File: config.mk
export PLATFORM = sky130hd
export DESIGN_NAME = trng_health_buffer_flat
export DESIGN_NICKNAME = d
export VERILOG_FILES = /design/src/rtl/trng_health_buffer_if.sv /design/src/rtl/trng_health_buffer.sv /design/src/flat_wrapper.sv
export SDC_FILE = /design/constraint.sdc
export NUM_CORES = 1
export LEC_CHECK = 0
export BUFFER_PORTS_ARGS = -buffer_cell sky130_fd_sc_hd__buf_4
export CAP_MARGIN = 15
export CORE_MARGIN = 1.5
export CORE_UTILIZATION = 60
export DETAILED_ROUTE_END_ITERATION = 16
export PLACE_DENSITY_LB_ADDON = 0.2
export SYNTH_ARGS = -nofsm -noshare
export SYNTH_HDL_FRONTEND = slang
export SYNTH_SLANG_ARGS = --single-unit
File: constraint.sdc
create_clock -name clk -period 11.82 [get_ports clk]
set_input_delay 1.773 -clock clk [delete_from_list [all_inputs] [get_ports clk]]
set_output_delay 1.773 -clock clk [all_outputs]
set_load 0.02 [all_outputs]
File: src/rtl/trng_health_buffer_if.sv
// Bundles the random-source, output-stream and alarm signals of the health buffer.
// Latency: none, wiring only.
// Backpressure: carries word_ready_i from the consumer back to the buffer.
interface trng_health_buffer_if #(
  parameter int BLOCK_WIDTH = 256,
  parameter int WORD_WIDTH  = 32
);
  logic                   trng_en_o;
  logic [BLOCK_WIDTH-1:0] trng_data_i;
  logic                   trng_valid_i;
  logic [WORD_WIDTH-1:0]  word_o;
  logic                   word_valid_o;
  logic                   word_ready_i;
  logic                   clear_fail_i;
  logic                   fail_o;
  logic [1:0]             fail_code_o;
  logic [15:0]            block_cnt_o;

  // Health buffer side
  modport slave (
    output trng_en_o,
    input  trng_data_i,
    input  trng_valid_i,
    output word_o,
    output word_valid_o,
    input  word_ready_i,
    input  clear_fail_i,
    output fail_o,
    output fail_code_o,
    output block_cnt_o
  );

  // Source / consumer side
  modport master (
    input  trng_en_o,
    output trng_data_i,
    output trng_valid_i,
    input  word_o,
    input  word_valid_o,
    output word_ready_i,
    output clear_fail_i,
    input  fail_o,
    input  fail_code_o,
    input  block_cnt_o
  );
endinterface

File: src/rtl/trng_health_buffer.sv
// Captures 256-bit random blocks, runs repetition and ones-proportion health tests, serves passing blocks as words.
// Latency: first word valid NUM_WORDS cycles after the capture edge; then one word per cycle.
// Backpressure: word_o holds while word_ready_i is low; the source is not re-enabled until the block is drained.
module trng_health_buffer #(
  parameter int BLOCK_WIDTH = 256,
  parameter int WORD_WIDTH  = 32,
  parameter int ONES_MIN    = 96,
  parameter int ONES_MAX    = 160
) (
  input logic clk,
  input logic rst_n,
  trng_health_buffer_if.slave bus
);
  localparam int NUM_WORDS = BLOCK_WIDTH / WORD_WIDTH;
  localparam int IDX_W     = (NUM_WORDS > 1) ? $clog2(NUM_WORDS) : 1;
  localparam int ACC_W     = $clog2(BLOCK_WIDTH) + 1;

  localparam logic [IDX_W-1:0] LAST_IDX = IDX_W'(NUM_WORDS - 1);
  localparam logic [ACC_W-1:0] MIN_ONES = ACC_W'(ONES_MIN);
  localparam logic [ACC_W-1:0] MAX_ONES = ACC_W'(ONES_MAX);

  localparam logic [1:0] S_FILL  = 2'd0;
  localparam logic [1:0] S_CHECK = 2'd1;
  localparam logic [1:0] S_DRAIN = 2'd2;
  localparam logic [1:0] S_FAIL  = 2'd3;

  logic [1:0]             r_state;
  logic [BLOCK_WIDTH-1:0] r_buf;
  logic [IDX_W-1:0]       r_idx;
  logic [ACC_W-1:0]       r_acc;
  logic                   r_rep;
  logic [WORD_WIDTH-1:0]  r_prev_word;
  logic                   r_prev_valid;
  logic [1:0]             r_fail_code;
  logic [15:0]            r_block_cnt;

  logic [IDX_W-1:0]       w_idx_m1;
  logic [WORD_WIDTH-1:0]  w_word;
  logic [WORD_WIDTH-1:0]  w_word_prev;
  logic [ACC_W-1:0]       w_pc;
  logic [ACC_W-1:0]       w_sum;
  logic                   w_eq;
  logic                   w_rep;
  logic                   w_prop;
  logic                   w_xfer;

  // Current word (checked in CHECK, served in DRAIN) and its predecessor inside the block
  assign w_idx_m1    = r_idx - IDX_W'(1);
  assign w_word      = r_buf[r_idx*WORD_WIDTH +: WORD_WIDTH];
  assign w_word_prev = r_buf[w_idx_m1*WORD_WIDTH +: WORD_WIDTH];

  // Popcount of the word under test
  always_comb begin
    w_pc = '0;
    for (int i = 0; i < WORD_WIDTH; i++) begin
      w_pc = w_pc + ACC_W'(w_word[i]);
    end
  end

  // Word 0 compares against the last word of the previous passed block, if one is remembered
  assign w_eq   = (r_idx == '0) ? (r_prev_valid && (w_word == r_prev_word))
                                : (w_word == w_word_prev);
  assign w_rep  = r_rep | w_eq;
  assign w_sum  = r_acc + w_pc;
  assign w_prop = (w_sum < MIN_ONES) || (w_sum > MAX_ONES);
  assign w_xfer = (r_state == S_DRAIN) && bus.word_ready_i;

  assign bus.trng_en_o    = (r_state == S_FILL);
  assign bus.word_valid_o = (r_state == S_DRAIN);
  assign bus.word_o       = (r_state == S_DRAIN) ? w_word : '0;
  assign bus.fail_o       = (r_state == S_FAIL);
  assign bus.fail_code_o  = r_fail_code;
  assign bus.block_cnt_o  = r_block_cnt;

  // Capture / check / drain / alarm sequencing with all health-test state
  always_ff @(posedge clk or negedge rst_n) begin
    if (!rst_n) begin
      r_state      <= S_FILL;
      r_buf        <= '0;
      r_idx        <= '0;
      r_acc        <= '0;
      r_rep        <= 1'b0;
      r_prev_word  <= '0;
      r_prev_valid <= 1'b0;
      r_fail_code  <= 2'b00;
      r_block_cnt  <= '0;
    end else begin
      case (r_state)
        S_FILL: begin
          if (bus.trng_valid_i) begin
            r_buf   <= bus.trng_data_i;
            r_acc   <= '0;
            r_idx   <= '0;
            r_rep   <= 1'b0;
            r_state <= S_CHECK;
          end
        end
        S_CHECK: begin
          r_acc <= w_sum;
          r_rep <= w_rep;
          if (r_idx == LAST_IDX) begin
            r_idx <= '0;
            if (w_rep || w_prop) begin
              r_fail_code <= {w_prop, w_rep};
              r_state     <= S_FAIL;
            end else begin
              if (r_block_cnt != 16'hFFFF) begin
                r_block_cnt <= r_block_cnt + 16'd1;
              end
              r_prev_word  <= w_word;
              r_prev_valid <= 1'b1;
              r_state      <= S_DRAIN;
            end
          end else begin
            r_idx <= r_idx + IDX_W'(1);
          end
        end
        S_DRAIN: begin
          if (w_xfer) begin
            if (r_idx == LAST_IDX) begin
              r_idx   <= '0;
              r_state <= S_FILL;
            end else begin
              r_idx <= r_idx + IDX_W'(1);
            end
          end
        end
        default: begin
          if (bus.clear_fail_i) begin
            r_fail_code  <= 2'b00;
            r_prev_valid <= 1'b0;
            r_state      <= S_FILL;
          end
        end
      endcase
    end
  end
endmodule

File: src/flat_wrapper.sv
// flat-port wrapper written by rule: the top's interface ports become plain ports
module trng_health_buffer_flat 
#(
  parameter int BLOCK_WIDTH = 256,
  parameter int WORD_WIDTH  = 32,
  parameter int ONES_MIN    = 96,
  parameter int ONES_MAX    = 160
)
  (clk, rst_n, bus_trng_en_o, bus_trng_data_i, bus_trng_valid_i, bus_word_o, bus_word_valid_o, bus_word_ready_i, bus_clear_fail_i, bus_fail_o, bus_fail_code_o, bus_block_cnt_o);
  trng_health_buffer_if #(.BLOCK_WIDTH(BLOCK_WIDTH), .WORD_WIDTH(WORD_WIDTH)) bus_i ();
  input logic clk;
  input logic rst_n;
  output wire logic [$bits(bus_i.trng_en_o)-1:0] bus_trng_en_o;
  input wire logic [$bits(bus_i.trng_data_i)-1:0] bus_trng_data_i;
  input wire logic [$bits(bus_i.trng_valid_i)-1:0] bus_trng_valid_i;
  output wire logic [$bits(bus_i.word_o)-1:0] bus_word_o;
  output wire logic [$bits(bus_i.word_valid_o)-1:0] bus_word_valid_o;
  input wire logic [$bits(bus_i.word_ready_i)-1:0] bus_word_ready_i;
  input wire logic [$bits(bus_i.clear_fail_i)-1:0] bus_clear_fail_i;
  output wire logic [$bits(bus_i.fail_o)-1:0] bus_fail_o;
  output wire logic [$bits(bus_i.fail_code_o)-1:0] bus_fail_code_o;
  output wire logic [$bits(bus_i.block_cnt_o)-1:0] bus_block_cnt_o;
  assign bus_trng_en_o = bus_i.trng_en_o;
  assign bus_i.trng_data_i = bus_trng_data_i;
  assign bus_i.trng_valid_i = bus_trng_valid_i;
  assign bus_word_o = bus_i.word_o;
  assign bus_word_valid_o = bus_i.word_valid_o;
  assign bus_i.word_ready_i = bus_word_ready_i;
  assign bus_i.clear_fail_i = bus_clear_fail_i;
  assign bus_fail_o = bus_i.fail_o;
  assign bus_fail_code_o = bus_i.fail_code_o;
  assign bus_block_cnt_o = bus_i.block_cnt_o;
  trng_health_buffer #(.BLOCK_WIDTH(BLOCK_WIDTH), .WORD_WIDTH(WORD_WIDTH), .ONES_MIN(ONES_MIN), .ONES_MAX(ONES_MAX)) u_core (.clk(clk), .rst_n(rst_n), .bus(bus_i));
endmodule
==> flow_summary.ini, run 1 <==
[cts]
clkLatencyLatePin_ns = 0.53
cts_buffer_depth = 3
cts.clk_slew.worst_paths_ns = 0.06
numClockSinks = 322
cts_buffers = 35
htreeDepth = 2
cts_setup_buffers = 0
hold_buffers = 0
cts-resized-gates = 0
cts_tree = done
cts_root_buf = clkbuf_16

[logic_synthesis]
async_flop_share_pct = 100
synth_cells = 1438
synth_area_sq_um = 18300
synth_seq_cells = 322
synth_most_common_cell = dfrtp_1
ys_types = 57
synth_area_per_cell_sq_um = 12.7
synth_nets = 1757
ys.flop_type = dfrtp_1
netlist_top_cells_area = dfrtp_1 44%, mux2_2 16%, mux4_2 11%
yosysWarningCount = 0
netlist_top_cells_count = 322 x dfrtp_1, 259 x mux2_2, 151 x nand2_1, 88 x mux4_2, 55 x mux2i_1
synth-edff-count = 0
synth_top_area_share_pct = 44.0
seq_area_frac_synth_pct = 44.0
yosys.area.top_type = dfrtp_1

[global_route]
grt_max_degree = 127
antenna_found_initial = 0
grtUsageTotal_pct = 33.1
grt_remaining_overflow = 0
grt_pass1_wl_mm = 78.4
grt_pass1_vias = 14000

[worst_setup_path]
worst_path_most_repeated_cell = fa_1
required_ns = 12.21
start_kind = register
crit_slowest_cell = dfrtp_4
critPathLaunch = u_core.r_idx[0]
critical_path_buf_inv_count = 5
r2r-start = u_core.r_idx[0]
cp-end-kind = register
cp_top_family = adder cells
critPathMaxFanout = 44
crit_arrival_ns = 9.76
path_class = reg2reg
max_stage_delay_ns = 0.92

[run_status]
outcome = complete, no violations

[placement]
gp_congestion = 0.912
io_buffers = 313
dp_hpwl_mm = 36.9

[drt]
ant_nets = 0
num_vias = 13700
drt-initial-drc-count = 1172
dr.pass1.iters = 5
routedWlPerCell_um = 23.8
totalWireLength_mm = 51.0
viasPerCell = 6.39
drc_errors = 0

[sta]
timing.fmax_ghz = 0.107
min_period_ns = 9.37
final.setup.tns_ns = 0
hold_viol = 0
rsz0062_at_grt = false
skew_ns = 0.0201
finalSetupViolCount = 0
worst_pin_slew_ns = 1.07
slew_violations = 0
slew_headroom_pct = 28.4
finalCritPeriodShare_pct = 79.3

[hold_path]
min-delay-start = u_core.bus.block_cnt_o[9]
hold_class = reg2reg

[flow_run]
maxCapViolations = 0

[die]
row_count = 63
die_height_um = 178
fp.dieArea_sq_um = 31600
die_w_um = 178
core_area_sq_um = 29900
initial_core_util_pct = 61.3
ioPinCount = 314

[cells_and_area]
drive_gt1_share_pct = 43.8
final_net_count = 2047
multi_input_area_sq_um = 9600
regArea_sq_um = 8070
diodes = 0
nFillCells = 2016
syn_to_final_growth_pct = 20.4
metrics by stage:
stage               instance area (sq um)  instances  hold WS [ns]  setup WS [ns]  util (%)
floorplan                           18300       1438         0.456           3.80         -
global placement                    20900       2081         0.477           2.71      70.0
detailed placement                  20900       2081         0.490           2.48      70.0
CTS                                 22000       2142         0.498           2.46      73.8
global route                        22000       2142         0.519           2.07      73.8
finish                              22000       2142         0.489           2.45      73.8
kinds of logic after synthesis:
group                      count (synthesis)  share of synthesized area (%)
adders and majority gates                 58                           4.99
muxes                                    427                           31.4
buffers and inverters                    135                           3.72
xor gates and xnor gates                  76                           3.78
and+or+nand+nor                          287                           7.08
DFF                                      322                           44.0
AOI/OAI and AO/OA                        133                           5.05
cell usage in the layout, fill, tap and decap left out, types with 5 or more instances in the layout:
cell	synthesis	final
a211oi_1	6	6
a21oi_1	20	20
and3_1	8	8
nor4_1	16	16
xnor2_1	38	38
mux4_2	88	88
o31ai_1	12	12
nor2_1	37	37
inv_1	43	43
a22o_1	10	10
mux2i_1	55	55
clkbuf_1	48	7
mux2_2	259	259
nand4_1	17	17
xor2_1	36	36
a32oi_1	26	26
ha_1	33	32
fa_1	25	25
nand3_1	31	31
buf_4	12	341
clkinv_2	0	5
o21ai_0	37	37
mux2_1	20	20
dfrtp_1	322	319
nor3_1	8	8
o21ai_1	5	5
clkbuf_16	0	36
nand2_1	151	150
clkbuf_8	0	10
final timing paths:
check / to / slack [ns] / cells past startpoint
worst max-delay path: u_core.r_prev_word[17] / 2.45 / 25
worst min-delay path: u_core.bus.block_cnt_o[9] / 0.49 / 1
max in group asynchronous: u_core.r_buf[84] / 9.00 / 2
worst min register to register: u_core.bus.block_cnt_o[9] / 0.49 / 1
worst max register to register: u_core.r_prev_word[17] / 2.45 / 25
min in group asynchronous: u_core.r_buf[41] / 1.28 / 1
registers in the layout, indices dropped and copies added (netlist names):
| register | cells |
|---|---|
| u_core.r_buf | 256 |
| u_core.r_prev_word | 32 |
| u_core.bus.block_cnt_o | 16 |
| u_core.r_acc | 9 |
| u_core.r_idx | 3 |
| u_core.bus.fail_code_o | 2 |
| u_core.r_state | 2 |
| u_core.r_prev_valid | 1 |
| u_core.r_rep | 1 |
cell type report:
type                    count  share of cell area, %
repair buffers            342                   11.7
clock inverters             8                  0.363
inverters                  46                  0.783
multi-input cells         981                   43.5
well taps                 390                   2.21
clock buffers              53                   4.83
flip-flops and latches    322                   36.6
layer usage:
layer  share of wire (%)  up-vias  track usage, %
met5                   0        -               0
met4                 4.1        0            14.0
met3                 9.1      140            6.43
met2                  47      766            51.9
met1                  39     6940            45.4
li1                    -     5837               -
worst reg2reg max path, delay by kind of cell (launching register included):
kind	cells	cell delay, ns
xor gates and xnor gates	1	0.12
adders and majority gates	8	3.62
and+or+nand+nor	2	1.01
DFF	1	0.92
muxes	3	1.17
buffers and inverters	5	1.04
AOI/OAI and AO/OA	6	1.36
Power of run 1 is not shown: default switching activity piles up to over one toggle a cycle in this logic, so the estimate is an artifact.
==> run 2: changes to the inputs <==
CORE_UTILIZATION = 57   (was 60)
clock period = 8.9 ns   (was 11.82 ns; I/O delays follow)
==> run 2 against run 1 <==
Global-route usage decreased by 0.77 points. Core utilization decreased by 3.0 points. Critical path type unchanged. Non-clock buffer count increased by 17. First-iteration DRC count about the same. Via count decreased by 0.54%. Sequential cell count unchanged. Register-to-register slack got worse by 2.1 ns. Critical path depth unchanged. Die area increased by 5.2%. Clock skew decreased by 0.0088 ns. Worst hold slack improved by 0.0032 ns.
==> flow_summary.ini, run 2 (synthesis results as in run 1) <==
[hold_path]
hold_class = reg2reg

[die]
fp.dieArea_sq_um = 33200
die_w_um = 182
core_area_sq_um = 31600
ioPinCount = 314
die_height_um = 182
initial_core_util_pct = 58.0
row_count = 65

[sta]
slew_headroom_pct = 25.3
min_period_ns = 8.53
final.setup.tns_ns = 0
skew_ns = 0.0113
slew_violations = 0
timing.fmax_ghz = 0.117
worst_pin_slew_ns = 1.12
finalWorstSetupSlack_ns = 0.371
finalSetupViolCount = 0
hold_viol = 0
rsz0062_at_grt = false
finalCritPeriodShare_pct = 95.8

[global_route]
grt_remaining_overflow = 0
antenna_found_initial = 0
grt_pass1_wl_mm = 81.5
grt_max_degree = 120
grtUsageTotal_pct = 32.3
grt_pass1_vias = 13900

[cells_and_area]
regArea_sq_um = 8070
layout_common_cells = 355 x buf_4, 319 x dfrtp_1, 259 x mux2_2, 150 x nand2_1, 88 x mux4_2
largest-register = u_core.r_buf
largest_reg_flops = 256
post-route-util_pct = 70.8
multi_input_area_sq_um = 9610
final_common_cell = buf_4
syn_to_final_growth_pct = 21.9
drive_gt1_share_pct = 44.5
nFillCells = 2272
final_net_count = 2065
diodes = 0

[worst_setup_path]
required_ns = 9.29
cp-end-kind = register
critPathMaxFanout = 21
start_kind = register
path_class = reg2reg
crit_arrival_ns = 8.92

[drt]
viasPerCell = 6.26
drt-initial-drc-count = 1173
routedWlPerCell_um = 24.3
num_vias = 13600
totalWireLength_mm = 52.7
ant_nets = 0
drc_errors = 0
dr.pass1.iters = 6

[run_status]
outcome = complete, no violations

[cts]
cts.clk_slew.worst_paths_ns = 0.06
clkLatencyLatePin_ns = 0.52
cts_buffers = 36
cts_tree = done
numClockSinks = 322
cts_root_buf = clkbuf_16
cts_buffer_depth = 3
htreeDepth = 2

[placement]
io_buffers = 313
dp_hpwl_mm = 38.2
gp_congestion = 0.935
preCtsSetupSlack_ns = 0.317

[flow_run]
maxCapViolations = 0
==> run 2: layout make-up <==
class                      instances  share of cell area (%)
sequential                       322                    36.1
timing repair buffer             359                    12.2
tap                              402                    2.25
inverter                          46                   0.773
clock buffer                      49                    4.62
clock inverter                    14                   0.958
multi-input combinational        981                    43.0
==> run 2: metal layers <==
layer	GRT usage [%]	wire length, um	up-vias
met5	0	0	-
met4	10.5	1650	0
li1	-	-	5864
met2	51.8	25000	736
met1	45.0	21400	6898
met3	5.67	4620	111
==> run 2: worst max-delay path, stage by stage (launching register included) <==
cell	delay, ns
dfrtp_4	0.57
buf_4	0.31
mux4_2	0.53
nand2_1	0.10
nand2_1	0.21
fa_1	0.61
inv_1	0.07
fa_1	0.56
fa_1	0.45
fa_1	0.52
fa_1	0.45
fa_1	0.52
inv_1	0.05
ha_1	0.21
fa_1	0.42
a21o_1	0.19
a21o_1	0.22
a21o_1	0.19
a21oi_1	0.17
xor2_1	0.11
or3b_2	0.46
a21oi_2	0.27
o211ai_4	0.26
nor2_2	0.19
buf_4	0.37
mux2_1	0.37
==> run 2: worst paths after layout <==
| path | start | endpoint | slack, ns | depth (start not counted) |
|---|---|---|---|---|
| max in group asynchronous | rst_n | u_core.r_buf[127] | 6.43 | 2 |
| worst max register to register | u_core.r_idx[1] | u_core.r_prev_word[14] | 0.37 | 25 |
| worst max-delay path | u_core.r_idx[1] | u_core.r_prev_word[14] | 0.37 | 25 |
| min in group asynchronous | rst_n | u_core.r_buf[5] | 0.91 | 1 |
| worst min-delay path | u_core.bus.block_cnt_o[9] | u_core.bus.block_cnt_o[9] | 0.49 | 1 |
| worst min register to register | u_core.bus.block_cnt_o[9] | u_core.bus.block_cnt_o[9] | 0.49 | 1 |
==> run 2: stage by stage <==
step / hold WS, ns / std cells / instance area [sq um]
global route: 0.506 / 2173 / 22300
floorplan: 0.456 / 1438 / 18300
finish: 0.493 / 2173 / 22300
CTS: 0.495 / 2171 / 22300
global placement: 0.472 / 2108 / 21000
detailed placement: 0.487 / 2108 / 21000
==> run 2: timing repair <==
action	in CTS	in global routing
resized for setup	0	1
setup endpoints to repair	0	22
hold endpoints to repair	0	0
buffers inserted	0	1
hold buffers	0	0
Power of run 2 is left out for the same reason.
